$ cat src/rtl/ball_centroid_tracker.sv
// Ball centroid tracker: per-frame hit accumulation, frame-close snapshot and a
// sequential centroid divide. Define BALL_TRACKER_BBOX_EN to build the bounding box logic.

module ball_centroid_tracker #(
    parameter int H_START    = 144,
    parameter int V_START    = 35,
    parameter int H_ACTIVE   = 640,
    parameter int V_ACTIVE   = 480,
    parameter int MIN_PIXELS = 16
) (
    input  logic        CLK,
    input  logic        RST,
    input  logic        ENABLE,
    input  logic [12:0] H_CNT,
    input  logic [12:0] V_CNT,
    input  logic        HIT,
    output logic [9:0]  X_POS,
    output logic [9:0]  Y_POS,
    output logic [18:0] PIXELS,
    output logic        FOUND,
    output logic        VALID,
    output logic        OVERRUN,
    output logic [39:0] BBOX,
    output logic [15:0] DEBUG
);

    localparam logic [12:0] H_LO      = 13'(H_START);
    localparam logic [12:0] H_HI      = 13'(H_START + H_ACTIVE);
    localparam logic [12:0] V_LO      = 13'(V_START);
    localparam logic [12:0] V_HI      = 13'(V_START + V_ACTIVE);
    localparam logic [18:0] MIN_CNT   = 19'(MIN_PIXELS);
    localparam logic [4:0]  LAST_ITER = 5'd28;
    localparam logic [9:0]  CMIN_RST  = 10'd1023;
    localparam logic [9:0]  CMAX_RST  = 10'd0;
    localparam logic [39:0] BBOX_RST  = {CMIN_RST, CMAX_RST, CMIN_RST, CMAX_RST};

    typedef enum logic [1:0] {
        S_IDLE,
        S_DIVIDE,
        S_REPORT
    } state_t;

    // One restoring-division iteration: returns {remainder, shifted dividend/quotient}.
    function automatic logic [47:0] div_step(input logic [18:0] rem,
                                             input logic [28:0] quo,
                                             input logic [18:0] dvs);
        logic [19:0] trial;
        logic [18:0] rem_n;
        logic        qbit;
        trial = {rem, quo[28]};
        if (trial >= {1'b0, dvs}) begin
            rem_n = 19'(trial - {1'b0, dvs});
            qbit  = 1'b1;
        end else begin
            rem_n = trial[18:0];
            qbit  = 1'b0;
        end
        return {rem_n, quo[27:0], qbit};
    endfunction

    logic [12:0] h_p0_d, h_p0_q;
    logic [12:0] v_p0_d, v_p0_q;
    logic [12:0] v_p1_d, v_p1_q;
    logic        hit_p0_d, hit_p0_q;
    logic        en_p0_d, en_p0_q;

    logic [18:0] cnt_d, cnt_q;
    logic [28:0] sum_x_d, sum_x_q;
    logic [28:0] sum_y_d, sum_y_q;

    state_t      state_d, state_q;
    logic [4:0]  iter_d, iter_q;
    logic [18:0] snap_cnt_d, snap_cnt_q;
    logic [28:0] quo_x_d, quo_x_q;
    logic [28:0] quo_y_d, quo_y_q;
    logic [18:0] rem_x_d, rem_x_q;
    logic [18:0] rem_y_d, rem_y_q;

    logic [9:0]  x_pos_d, x_pos_q;
    logic [9:0]  y_pos_d, y_pos_q;
    logic [18:0] pixels_d, pixels_q;
    logic        found_d, found_q;
    logic        valid_d, valid_q;
    logic        overrun_d, overrun_q;

`ifdef BALL_TRACKER_BBOX_EN
    logic [9:0]  x_min_d, x_min_q;
    logic [9:0]  x_max_d, x_max_q;
    logic [9:0]  y_min_d, y_min_q;
    logic [9:0]  y_max_d, y_max_q;
    logic [39:0] snap_box_d, snap_box_q;
    logic [39:0] bbox_d, bbox_q;
`endif

    logic        active_p0;
    logic        close_p0;
    logic        take_p0;
    logic [9:0]  x_p0;
    logic [9:0]  y_p0;
    logic [47:0] step_x;
    logic [47:0] step_y;

    // Stage p0: registered scan position, mask and enable.
    assign active_p0 = (h_p0_q >= H_LO) && (h_p0_q < H_HI) &&
                       (v_p0_q >= V_LO) && (v_p0_q < V_HI);
    assign close_p0  = (v_p0_q < v_p1_q);
    assign take_p0   = en_p0_q && hit_p0_q && active_p0;
    assign x_p0      = 10'(h_p0_q - H_LO);
    assign y_p0      = 10'(v_p0_q - V_LO);
    assign step_x    = div_step(rem_x_q, quo_x_q, snap_cnt_q);
    assign step_y    = div_step(rem_y_q, quo_y_q, snap_cnt_q);

    always_comb begin
        h_p0_d     = H_CNT;
        v_p0_d     = V_CNT;
        v_p1_d     = v_p0_q;
        hit_p0_d   = HIT;
        en_p0_d    = ENABLE;

        cnt_d      = cnt_q;
        sum_x_d    = sum_x_q;
        sum_y_d    = sum_y_q;
        state_d    = state_q;
        iter_d     = iter_q;
        snap_cnt_d = snap_cnt_q;
        quo_x_d    = quo_x_q;
        quo_y_d    = quo_y_q;
        rem_x_d    = rem_x_q;
        rem_y_d    = rem_y_q;
        x_pos_d    = x_pos_q;
        y_pos_d    = y_pos_q;
        pixels_d   = pixels_q;
        found_d    = found_q;
        valid_d    = 1'b0;
        overrun_d  = overrun_q;
`ifdef BALL_TRACKER_BBOX_EN
        x_min_d    = x_min_q;
        x_max_d    = x_max_q;
        y_min_d    = y_min_q;
        y_max_d    = y_max_q;
        snap_box_d = snap_box_q;
        bbox_d     = bbox_q;
`endif

        // Stage p1: accumulate. A hit on the close cycle already belongs to the new frame.
        if (!en_p0_q || close_p0) begin
            cnt_d   = '0;
            sum_x_d = '0;
            sum_y_d = '0;
`ifdef BALL_TRACKER_BBOX_EN
            x_min_d = CMIN_RST;
            x_max_d = CMAX_RST;
            y_min_d = CMIN_RST;
            y_max_d = CMAX_RST;
`endif
        end
        if (take_p0) begin
            cnt_d   = cnt_d + 19'd1;
            sum_x_d = sum_x_d + 29'(x_p0);
            sum_y_d = sum_y_d + 29'(y_p0);
`ifdef BALL_TRACKER_BBOX_EN
            if (x_p0 < x_min_d) x_min_d = x_p0;
            if (x_p0 > x_max_d) x_max_d = x_p0;
            if (y_p0 < y_min_d) y_min_d = y_p0;
            if (y_p0 > y_max_d) y_max_d = y_p0;
`endif
        end

        // Stage p2: snapshot, divide and report.
        case (state_q)
            S_IDLE: begin
                if (close_p0 && en_p0_q) begin
                    snap_cnt_d = cnt_q;
                    quo_x_d    = sum_x_q;
                    quo_y_d    = sum_y_q;
                    rem_x_d    = '0;
                    rem_y_d    = '0;
                    iter_d     = '0;
`ifdef BALL_TRACKER_BBOX_EN
                    snap_box_d = {x_min_q, x_max_q, y_min_q, y_max_q};
`endif
                    state_d    = (cnt_q < MIN_CNT) ? S_REPORT : S_DIVIDE;
                end
            end
            S_DIVIDE: begin
                {rem_x_d, quo_x_d} = step_x;
                {rem_y_d, quo_y_d} = step_y;
                iter_d = iter_q + 5'd1;
                if (iter_q == LAST_ITER) state_d = S_REPORT;
            end
            S_REPORT: begin
                pixels_d = snap_cnt_q;
                found_d  = (snap_cnt_q >= MIN_CNT);
                // Centroid holds its last good value through frames without a detection.
                if (found_d) begin
                    x_pos_d = quo_x_q[9:0];
                    y_pos_d = quo_y_q[9:0];
                end
`ifdef BALL_TRACKER_BBOX_EN
                bbox_d   = snap_box_q;
`endif
                valid_d  = 1'b1;
                state_d  = S_IDLE;
            end
            default: state_d = S_IDLE;
        endcase

        if (close_p0 && en_p0_q && (state_q != S_IDLE)) overrun_d = 1'b1;
    end

    always_ff @(posedge CLK) begin
        snap_cnt_q <= snap_cnt_d;
        quo_x_q    <= quo_x_d;
        quo_y_q    <= quo_y_d;
        rem_x_q    <= rem_x_d;
        rem_y_q    <= rem_y_d;
`ifdef BALL_TRACKER_BBOX_EN
        snap_box_q <= snap_box_d;
`endif
        if (RST) begin
            h_p0_q    <= '0;
            v_p0_q    <= '0;
            v_p1_q    <= '0;
            hit_p0_q  <= 1'b0;
            en_p0_q   <= 1'b0;
            cnt_q     <= '0;
            sum_x_q   <= '0;
            sum_y_q   <= '0;
            state_q   <= S_IDLE;
            iter_q    <= '0;
            x_pos_q   <= '0;
            y_pos_q   <= '0;
            pixels_q  <= '0;
            found_q   <= 1'b0;
            valid_q   <= 1'b0;
            overrun_q <= 1'b0;
`ifdef BALL_TRACKER_BBOX_EN
            x_min_q   <= CMIN_RST;
            x_max_q   <= CMAX_RST;
            y_min_q   <= CMIN_RST;
            y_max_q   <= CMAX_RST;
            bbox_q    <= BBOX_RST;
`endif
        end else begin
            h_p0_q    <= h_p0_d;
            v_p0_q    <= v_p0_d;
            v_p1_q    <= v_p1_d;
            hit_p0_q  <= hit_p0_d;
            en_p0_q   <= en_p0_d;
            cnt_q     <= cnt_d;
            sum_x_q   <= sum_x_d;
            sum_y_q   <= sum_y_d;
            state_q   <= state_d;
            iter_q    <= iter_d;
            x_pos_q   <= x_pos_d;
            y_pos_q   <= y_pos_d;
            pixels_q  <= pixels_d;
            found_q   <= found_d;
            valid_q   <= valid_d;
            overrun_q <= overrun_d;
`ifdef BALL_TRACKER_BBOX_EN
            x_min_q   <= x_min_d;
            x_max_q   <= x_max_d;
            y_min_q   <= y_min_d;
            y_max_q   <= y_max_d;
            bbox_q    <= bbox_d;
`endif
        end
    end

    assign X_POS   = x_pos_q;
    assign Y_POS   = y_pos_q;
    assign PIXELS  = pixels_q;
    assign FOUND   = found_q;
    assign VALID   = valid_q;
    assign OVERRUN = overrun_q;
    assign DEBUG   = {x_pos_q[7:0], y_pos_q[7:0]};
`ifdef BALL_TRACKER_BBOX_EN
    assign BBOX    = bbox_q;
`else
    assign BBOX    = BBOX_RST;
`endif

endmodule

$ cat config.mk
export PLATFORM = sky130hd
export DESIGN_NAME = ball_centroid_tracker
export DESIGN_NICKNAME = d
export VERILOG_FILES = /design/src/rtl/ball_centroid_tracker.sv
export SDC_FILE = /design/constraint.sdc
export NUM_CORES = 1
export LEC_CHECK = 0
export CORE_MARGIN = 2
export CORE_UTILIZATION = 25
export DETAILED_ROUTE_END_ITERATION = 16
export PLACE_DENSITY = 0.39
export SETUP_SLACK_MARGIN = 0.5
export SKIP_CTS_REPAIR_TIMING = 1
export SLEW_MARGIN = 20
export SYNTH_ARGS = -nofsm -noshare
export SYNTH_HDL_FRONTEND = slang
export SYNTH_SLANG_ARGS = --single-unit
$ cat constraint.sdc
create_clock -name CLK -period 4.3 [get_ports CLK]
set_input_delay 0.86 -clock CLK [delete_from_list [all_inputs] [get_ports CLK]]
set_output_delay 0.86 -clock CLK [all_outputs]
set_load 0.005 [all_outputs]
# Word-level counts from Yosys, hierarchy flattened
# Cells that the tools add are included.
# totals
reg_bits,282
in_bits,30
output_inout_bits,98
elab_cells,83
# op_classes
n_addsub,8
order_cmp,9
eq_ne,5
mux,24
reduce_logical,16
# op_table
cell,n
$mux 29,6
$pmux 29 s2,2
$mux 19,5
$pmux 19 s2,2
$add 29x10->29,2
$ge 20x19->1,2
$sub 19x19->19,2
$lt 13x10->1 const B,2
$add 19x1->19 const B,1
$ge 19x5->1 const B,1
$lt 19x5->1 const B,1
$ge 13x6->1 const B,1
$ge 13x8->1 const B,1
$lt 13x13->1,1
$pmux 5 s2,1
$sub 10x6->10 const B,1
$sub 10x8->10 const B,1
$reduce_and 2->1,4
$logic_and 1x1->1,7
$mux 2,3
$add 5x1->5 const B,1
$eq 5x5->1 const B,1
$mux 5,1
$ne 2x2->1 const B,2
other kinds (8),11

# Longest topological paths before layout
# Gate-level depths: netlist (run 1).
# depth
depth_word,6
ltp_mapped,21
mapped_depth_nobuf,19

# Worst setup path after synthesis (run 1)
# No wires, ideal clock.
# synth_timing
kind,register to register
from,register v_p0_q[10]
to,register sum_x_q[24]
setup_ns,0.124
arrival_ns,4.351
required_time_ns,4.176
slack_ns,-0.175
path_stages_with_launch,21
path_buffers,3
period_less_slack_ns,4.475
cell_sequence,dfxtp_1 > ha_1 > a21o_1 > a21o_1 > a211oi_1 > o211ai_1 > a31o_2 > clkbuf_1 > buf_2 > and3_1 > ha_1 > fa_1 > a21o_1 > a21oi_1 > nor2b_1 > o311a_1 > o31a_1 > o221ai_1 > clkbuf_1 > nor3_1 > mux2i_1
# synth_via
elab_chain_cells,5
word_cells_on_any_way,10
cone_classes,add/sub (1); order compare (3); mux (2); reduce/logical (4)
# synth_rtl
item,line,text
start: declaration,62,"logic [12:0] v_p0_d, v_p0_q;"
start signal: assignment,246,v_p0_q <= v_p0_d;
$lt 13x13->1 or $ge 13x6->1 (tied branches),"106, 105",
$logic_or 1x1->1 or $logic_and 1x1->1 (tied branches),"146, 104",
$mux 29 or $logic_and 1x1->1 (tied branches),"146, 105",
$add 29x10->29 or $logic_and 1x1->1 (tied branches),"159, 107",
$mux 29 *,157,if (take_p0) begin
end signal: assignment,251,sum_x_q <= sum_x_d;
end: declaration,68,"logic [28:0] sum_x_d, sum_x_q;"
# Every way passes the cells marked *; elsewhere a longest branch is shown, timed or not.
# A chain may end at the register's enable or synchronous reset.

# Worst setup path in the final report (run 1)
# Same ends and word-level chain as after synthesis.

==> results of run 1 <==
## cells in the final DEF, fill, tap and decap left out, types with 39 or more instances in the layout
| cell type | Yosys | routed |
|---|---|---|
| nor2_1 | 119 | 119 |
| clkdlybuf4s50_1 | 0 | 86 |
| a21oi_1 | 80 | 72 |
| inv_1 | 61 | 55 |
| ha_1 | 76 | 57 |
| buf_4 | 56 | 52 |
| edfxtp_1 | 115 | 115 |
| clkbuf_16 | 0 | 39 |
| conb_1 | 2 | 40 |
| xnor2_1 | 42 | 42 |
| nor2b_1 | 53 | 49 |
| dfxtp_1 | 167 | 160 |
| nand2_1 | 289 | 287 |
| mux2i_1 | 70 | 70 |
## worst paths after layout
kind | from | endpoint | slack, ns
max reg2reg | v_p0_q[10]$_SDFF_PP0_ | sum_x_q[24]$_SDFF_PP0_ | 0.17
min reg2reg | OVERRUN$_SDFFE_PP0P_ | OVERRUN$_SDFFE_PP0P_ | 0.44
max | v_p0_q[10]$_SDFF_PP0_ | sum_x_q[24]$_SDFF_PP0_ | 0.17
min | OVERRUN$_SDFFE_PP0P_ | OVERRUN$_SDFFE_PP0P_ | 0.44
## cell type report
type | instances | area [µm²] | area share
flip-flops and latches | 282 | 6810 | 0.364
clock buffers | 51 | 1040 | 0.0555
repair inverters | 1 | 5.00 | 0.000267
repair buffers | 156 | 1520 | 0.0812
clock inverters | 16 | 120 | 0.00641
multi-input cells | 1198 | 8040 | 0.429
well taps | 773 | 967 | 0.0516
inverters | 61 | 233 | 0.0124
## logic make-up (layout without fill, tap and decap cells)
| group | Yosys count | in the layout | share of synthesized area |
|---|---|---|---|
| and+or+nand+nor | 685 | 685 | 0.215 |
| buffers and inverters | 184 | 285 | 0.0602 |
| xor gates and xnor gates | 71 | 71 | 0.0415 |
| muxes | 72 | 72 | 0.0483 |
| AOI/OAI and AO/OA | 250 | 250 | 0.112 |
| adders and majority gates | 80 | 80 | 0.0688 |
| DFF | 282 | 282 | 0.454 |
| other | 2 | 40 | 0.000501 |
## where the power goes
part | internal (µW) | leakage (µW) | total, µW | switching [µW]
sequential | 2860 | 0.00247 | 2900 | 49.7
combinational | 314 | 0.00395 | 707 | 394
clock | 1760 | 0.000582 | 2990 | 1230
## flip-flops by register name (all words and copies together) (netlist names), 13 cells and up
register	cells
PIXELS	19
cnt_q	19
h_p0_q	13
quo_x_q	29
quo_y_q	29
rem_x_q	19
rem_y_q	19
snap_cnt_q	19
sum_x_q	29
sum_y_q	29
v_p0_q	13
v_p1_q	13
## Yosys cell counts (6+ instances only)
| cell | instances | share of area |
|---|---|---|
| and3_1 | 40 | 0.017 |
| clkbuf_1 | 62 | 0.016 |
| nor3_1 | 38 | 0.013 |
| xor2_1 | 29 | 0.017 |
| buf_4 | 56 | 0.028 |
| o211ai_1 | 9 | 0.0045 |
| dfxtp_1 | 167 | 0.22 |
| nor4_1 | 16 | 0.0067 |
| a21oi_1 | 80 | 0.027 |
| nor4b_1 | 7 | 0.0041 |
| inv_1 | 61 | 0.015 |
| o21a_1 | 9 | 0.0045 |
| a211oi_1 | 11 | 0.0055 |
| mux2i_1 | 70 | 0.047 |
| o22ai_1 | 6 | 0.0025 |
| nor2_1 | 119 | 0.030 |
| and2_1 | 7 | 0.0029 |
| nand2_1 | 289 | 0.072 |
| or3_1 | 32 | 0.013 |
| o31ai_1 | 6 | 0.0030 |
| a31o_2 | 6 | 0.0035 |
| nor2b_1 | 53 | 0.022 |
| edfxtp_1 | 115 | 0.23 |
| nand4_1 | 19 | 0.0079 |
| nand2b_1 | 13 | 0.0054 |
| a22o_1 | 19 | 0.011 |
| a21o_1 | 12 | 0.0060 |
| nand3_1 | 35 | 0.012 |
| ha_1 | 76 | 0.063 |
| o21ai_0 | 38 | 0.013 |
| xnor2_1 | 42 | 0.025 |
## through the flow
step	total power, µW	utilization	instance area [µm²]	std cells	hold slack [ns]
2_1_floorplan	3400	-	15200	1664	0.442
3_3_place_gp	3600	0.282	16700	2435	0.437
3_5_place_dp	3600	0.282	16700	2435	0.440
4_1_cts	6650	0.302	17900	2502	0.449
5_1_grt	6900	0.317	18700	2538	0.471
6_report	6600	0.317	18700	2538	0.444
## critical path, cell delays in order, from the launching register on
cell and delay (ns):
dfxtp_4 0.36, ha_4 0.24, a21o_1 0.15, a21o_1 0.19, a211oi_2 0.14, o211ai_1 0.16, a31o_2 0.31, buf_12 0.13
and3_4 0.18, ha_4 0.17, fa_2 0.35, a21o_1 0.18, a21oi_2 0.16, nor2b_2 0.06, o311a_1 0.32, o31a_1 0.30
o221ai_4 0.22, clkbuf_16 0.21, nor3_2 0.05, mux2i_1 0.13
## layer usage
| layer | global-route usage | up-vias |
|---|---|---|
| met5 | 0 | - |
| met4 | 0.0440 | 0 |
| met3 | 0.0208 | 64 |
| met2 | 0.223 | 200 |
| met1 | 0.167 | 5592 |
| li1 | - | 5858 |
==> flow_summary.toml, run 1 <==
[status]
status = "complete, no violations"

[sta]
tightest_slew_ns = 1.07
setup_viol = 0
skew_ns = 0.0365
rsz0062_at_grt = "yes"
maxSlewViolCount = 0
fmax_ghz = 0.242
timing.final.ws_setup_ns = 0.170
finalSetupTns_ns = 0
hold_violations = 0
min_period_ns = 4.13
slew_headroom = 0.287
fin_crit_sh = 0.961

[hold_path]
hp-class = "register to register"
hold_path_depth = 2

[detailed_routing]
drt-total-wl_mm = 42.1
wirelength_met1_mm = 19.5
wl_met3_mm = 1.48
num_vias = 11714
ant_nets = 0
wl_met2_mm = 20.0
via_per_inst = 4.62
drc_errors = 0
drtIter0Drc = 477
wl_per_cell_um = 16.6
firstDrtPassIters = 5
highest-signal-layer = "met4"

[power]
peakVddDrop_mv = 0.229
p_leak_uw = 0.00700
power_density_nw_per_um2 = 352

[synth]
ys_ff_latch = 282
netlist_area_um2 = 15000
avgSynthCellArea_um2 = 9.21
yosysUniqueCellTypes = 68
synth_edf_count = 115
syn_inst = 1626
ys_seq_area_frac = 0.454
yosys_warnings = 0
synth_flop_cell = "dfxtp_1"
synthArstFlopShare = 0

[finish]
drive_gt1_frac = 0.137
syn2layout_area_growth_pct = 25.1
diodes = 0
fillers = 6142
finalNetCount = 1847

[grt]
grt_max_degree = 88
grt_overflow = 0
grt_usage = 0.130
grt_pass1_wl_mm = 64.4
grt_pass1_vias = 11518
antenna_found_initial = 0

[clock_network]
clk_pin_slew_worst_paths_ns = 0.06
insertion_delay_ns = 0.56
ctsRootBufferMaster = "clkbuf_16"
htree_levels = 2
cts_buffers = 37
cts_sinks = 282
cts_tree = "yes"
cts_buffer_depth = 3

[placement]
portBuffers = 87
dp_slack_ns = 0.111
dpl.hpwl_mm = 28.4
gp_congestion = 0.824

[floorplan]
die-area_um2 = 61900
initial_core_util = 0.253
row_count = 89
chipHeight_um = 249
die_x_um = 249
io_pins = 128
coreArea_um2 = 59100

[setup_path]
r2r_cells = 19
critical_path_required_ns = 4.74
critPathCaptureType = "register"
critical_path_class = "register to register"
start_kind = "register"
crit_fanout = 6
arrival_ns = 4.57

[job]
drv_cap = 0
Note: power is estimated with default switching activity, not from simulation.
==> inputs of run 2 (changes only) <==
--- a/config.mk
+++ b/config.mk
@@ -5,10 +5,11 @@
 export SDC_FILE = /design/constraint.sdc
 export NUM_CORES = 1
 export LEC_CHECK = 0
+export CAP_MARGIN = 10
 export CORE_MARGIN = 2
-export CORE_UTILIZATION = 25
+export CORE_UTILIZATION = 40
 export DETAILED_ROUTE_END_ITERATION = 16
-export PLACE_DENSITY = 0.39
+export PLACE_DENSITY = 0.58
 export SETUP_SLACK_MARGIN = 0.5
 export SKIP_CTS_REPAIR_TIMING = 1
 export SLEW_MARGIN = 20
==> run 2 against run 1 <==
Net effect: non-clock buffer count down 15; final area shrank 2.6%; worst setup slack improved by 0.090 ns; sequential power about the same; utilization grew 18 points.
==> flow_summary.toml, run 2 (synthesis gave the netlist of run 1 again) <==
[status]
status = "complete, no violations"

[floorplan]
initial_core_util = 0.408
die_x_um = 197
io_pins = 128
die-area_um2 = 39000
coreArea_um2 = 36700
row_count = 70
chipHeight_um = 197

[setup_path]
r2r_slack_ns = 0.26
start_kind = "register"
critical_path_class = "register to register"
critical_path_required_ns = 4.69
crit_fanout = 6
arrival_ns = 4.43
r2r_cells = 20
r2r_start = "v_p1_q[10]$_SDFF_PP0_"
critPathCaptureType = "register"
path_common_cell = "a21o_1"
r2r_end = "sum_x_q[14]$_SDFF_PP0_"
slowest_stage = "fa_2"
path_cells = "inv_2 > ha_4 > a21o_1 > a21o_1 > a211oi_2 > o211ai_1 > buf_4 > a31o_4 > and3_4 > ha_4 > fa_2 > a21o_1 > a21oi_2 > nor2b_1 > o311a_1 > o31a_1 > o221ai_4 > clkbuf_16 > nor3_2 > mux2i_1"
cp_slowest_stage_delay_ns = 0.34

[sta]
maxSlewViolCount = 0
skew_ns = 0.0212
tightest_slew_ns = 0.968
rsz0062_at_grt = "yes"
setup_viol = 0
hold_ws_ns = 0.450
fin_crit_sh = 0.940
hold_violations = 0
slew_headroom = 0.338
finalSetupTns_ns = 0
min_period_ns = 4.04
timing.final.ws_setup_ns = 0.259
fmax_ghz = 0.247

[grt]
grt_max_degree = 68
grt_pass1_vias = 11319
antenna_found_initial = 0
grt_overflow = 0
grt_usage = 0.186
grt_pass1_wl_mm = 58.7

[clock_network]
cts_tree = "yes"
cts_buffers = 34
cts_buffer_depth = 3
htree_levels = 2
cts_sinks = 282
ctsRootBufferMaster = "clkbuf_16"
insertion_delay_ns = 0.52
clk_pin_slew_worst_paths_ns = 0.05

[hold_path]
hold_path_depth = 2
hold_end = "OVERRUN$_SDFFE_PP0P_"
hp-class = "register to register"
worstHoldStart = "OVERRUN$_SDFFE_PP0P_"

[detailed_routing]
ant_nets = 0
drc_errors = 0
wl_per_cell_um = 17.0
drt-total-wl_mm = 37.7
num_vias = 11819
via_per_inst = 5.34
drtIter0Drc = 545
firstDrtPassIters = 5

[finish]
multi_input_area_um2 = 8110
layout_commonest_cell = "nand2_1"
fillers = 3437
finalNetCount = 1829
syn2layout_area_growth_pct = 21.8
drive_gt1_frac = 0.128
diodes = 0
register_area_um2 = 6810
fin_util = 0.497
final_cell_mix = "nand2_1 (286), dfxtp_1 (161), nor2_1 (119)"

[power]
pwr-share-comb = 0.106
peakVddDrop_mv = 0.230
p_int_uw = 4960
power.clock.fraction = 0.448
p_sw_frac = 0.237
power.switching_uw = 1540
p_seq_frac = 0.447
p_leak_uw = 0.00690
finalPower_uw = 6500
power_density_nw_per_um2 = 356

[placement]
gp_congestion = 0.852
portBuffers = 87
dp_slack_ns = 0.0984
dpl.hpwl_mm = 25.5

[job]
drv_cap = 0
-- run 2: cell count changes in the layout (fill, tap and decap cells not counted), sizes merged --
cell,before,now
buf,69,54
clkinv,14,0
clkbuf,52,62
bufinv,1,0
clkinvlp,2,1
o21ai,39,40
-- run 2: power by group through the flow --
stage               logic [µW]  clock network (µW)  registers (µW)
global route               753                3080            2910
finish                     687                2910            2900
global placement           609                   0            2960
floorplan                  453                   0            2950
detailed placement         616                   0            2960
CTS                        620                2980            2900
-- run 2: through the flow --
step	cells	cell area, µm²
3_5_place_dp	2127	16300
3_3_place_gp	2127	16300
4_1_cts	2189	17400
2_1_floorplan	1664	15200
5_1_grt	2213	18200
6_report	2213	18200
-- run 2: routing by layer --
layer,routed length (µm),vias to the layer above,global-route usage,part of all wire
li1,-,5833,-,-
met1,17200,5703,0.242,0.46
met2,18100,225,0.319,0.48
met3,1410,58,0.0261,0.037
met4,921,0,0.0579,0.024
met5,0,-,0,0
-- run 2: worst max-delay path: cells and delay by family (launching register included) --
family                   cells  cell delay, ns
flip-flops                   1            0.32
multiplexers                 1            0.12
AO/OA/AOI/OAI               10            2.00
AND/OR/NAND/NOR              3            0.31
adder cells (fa/ha/maj)      3            0.73
buffers and inverters        3            0.41
-- run 2: area by class of cell --
type | count | area share
sequential | 282 | 0.373
clock inverter | 1 | 0.000343
tap | 468 | 0.0321
timing repair buffer | 141 | 0.0743
inverter | 61 | 0.0128
multi-input combinational | 1199 | 0.444
clock buffer | 61 | 0.0630
-- run 2: worst max path at each step --
stage                     startpoint                       to  slack (ns)  cells after the start
2_1_floorplan  v_p1_q[10]$_SDFF_PP0_  snap_cnt_q[0]$_DFFE_PP_        0.19                     10
3_3_place_gp    v_p0_q[1]$_SDFF_PP0_   sum_y_q[21]$_SDFF_PP0_        0.16                     17
3_5_place_dp   v_p1_q[10]$_SDFF_PP0_   sum_y_q[17]$_SDFF_PP0_         0.1                     19
4_1_cts        v_p1_q[10]$_SDFF_PP0_   sum_y_q[15]$_SDFF_PP0_        0.07                     19
5_1_grt        v_p1_q[10]$_SDFF_PP0_   sum_x_q[14]$_SDFF_PP0_        0.13                     20
6_report       v_p1_q[10]$_SDFF_PP0_   sum_x_q[14]$_SDFF_PP0_        0.26                     20
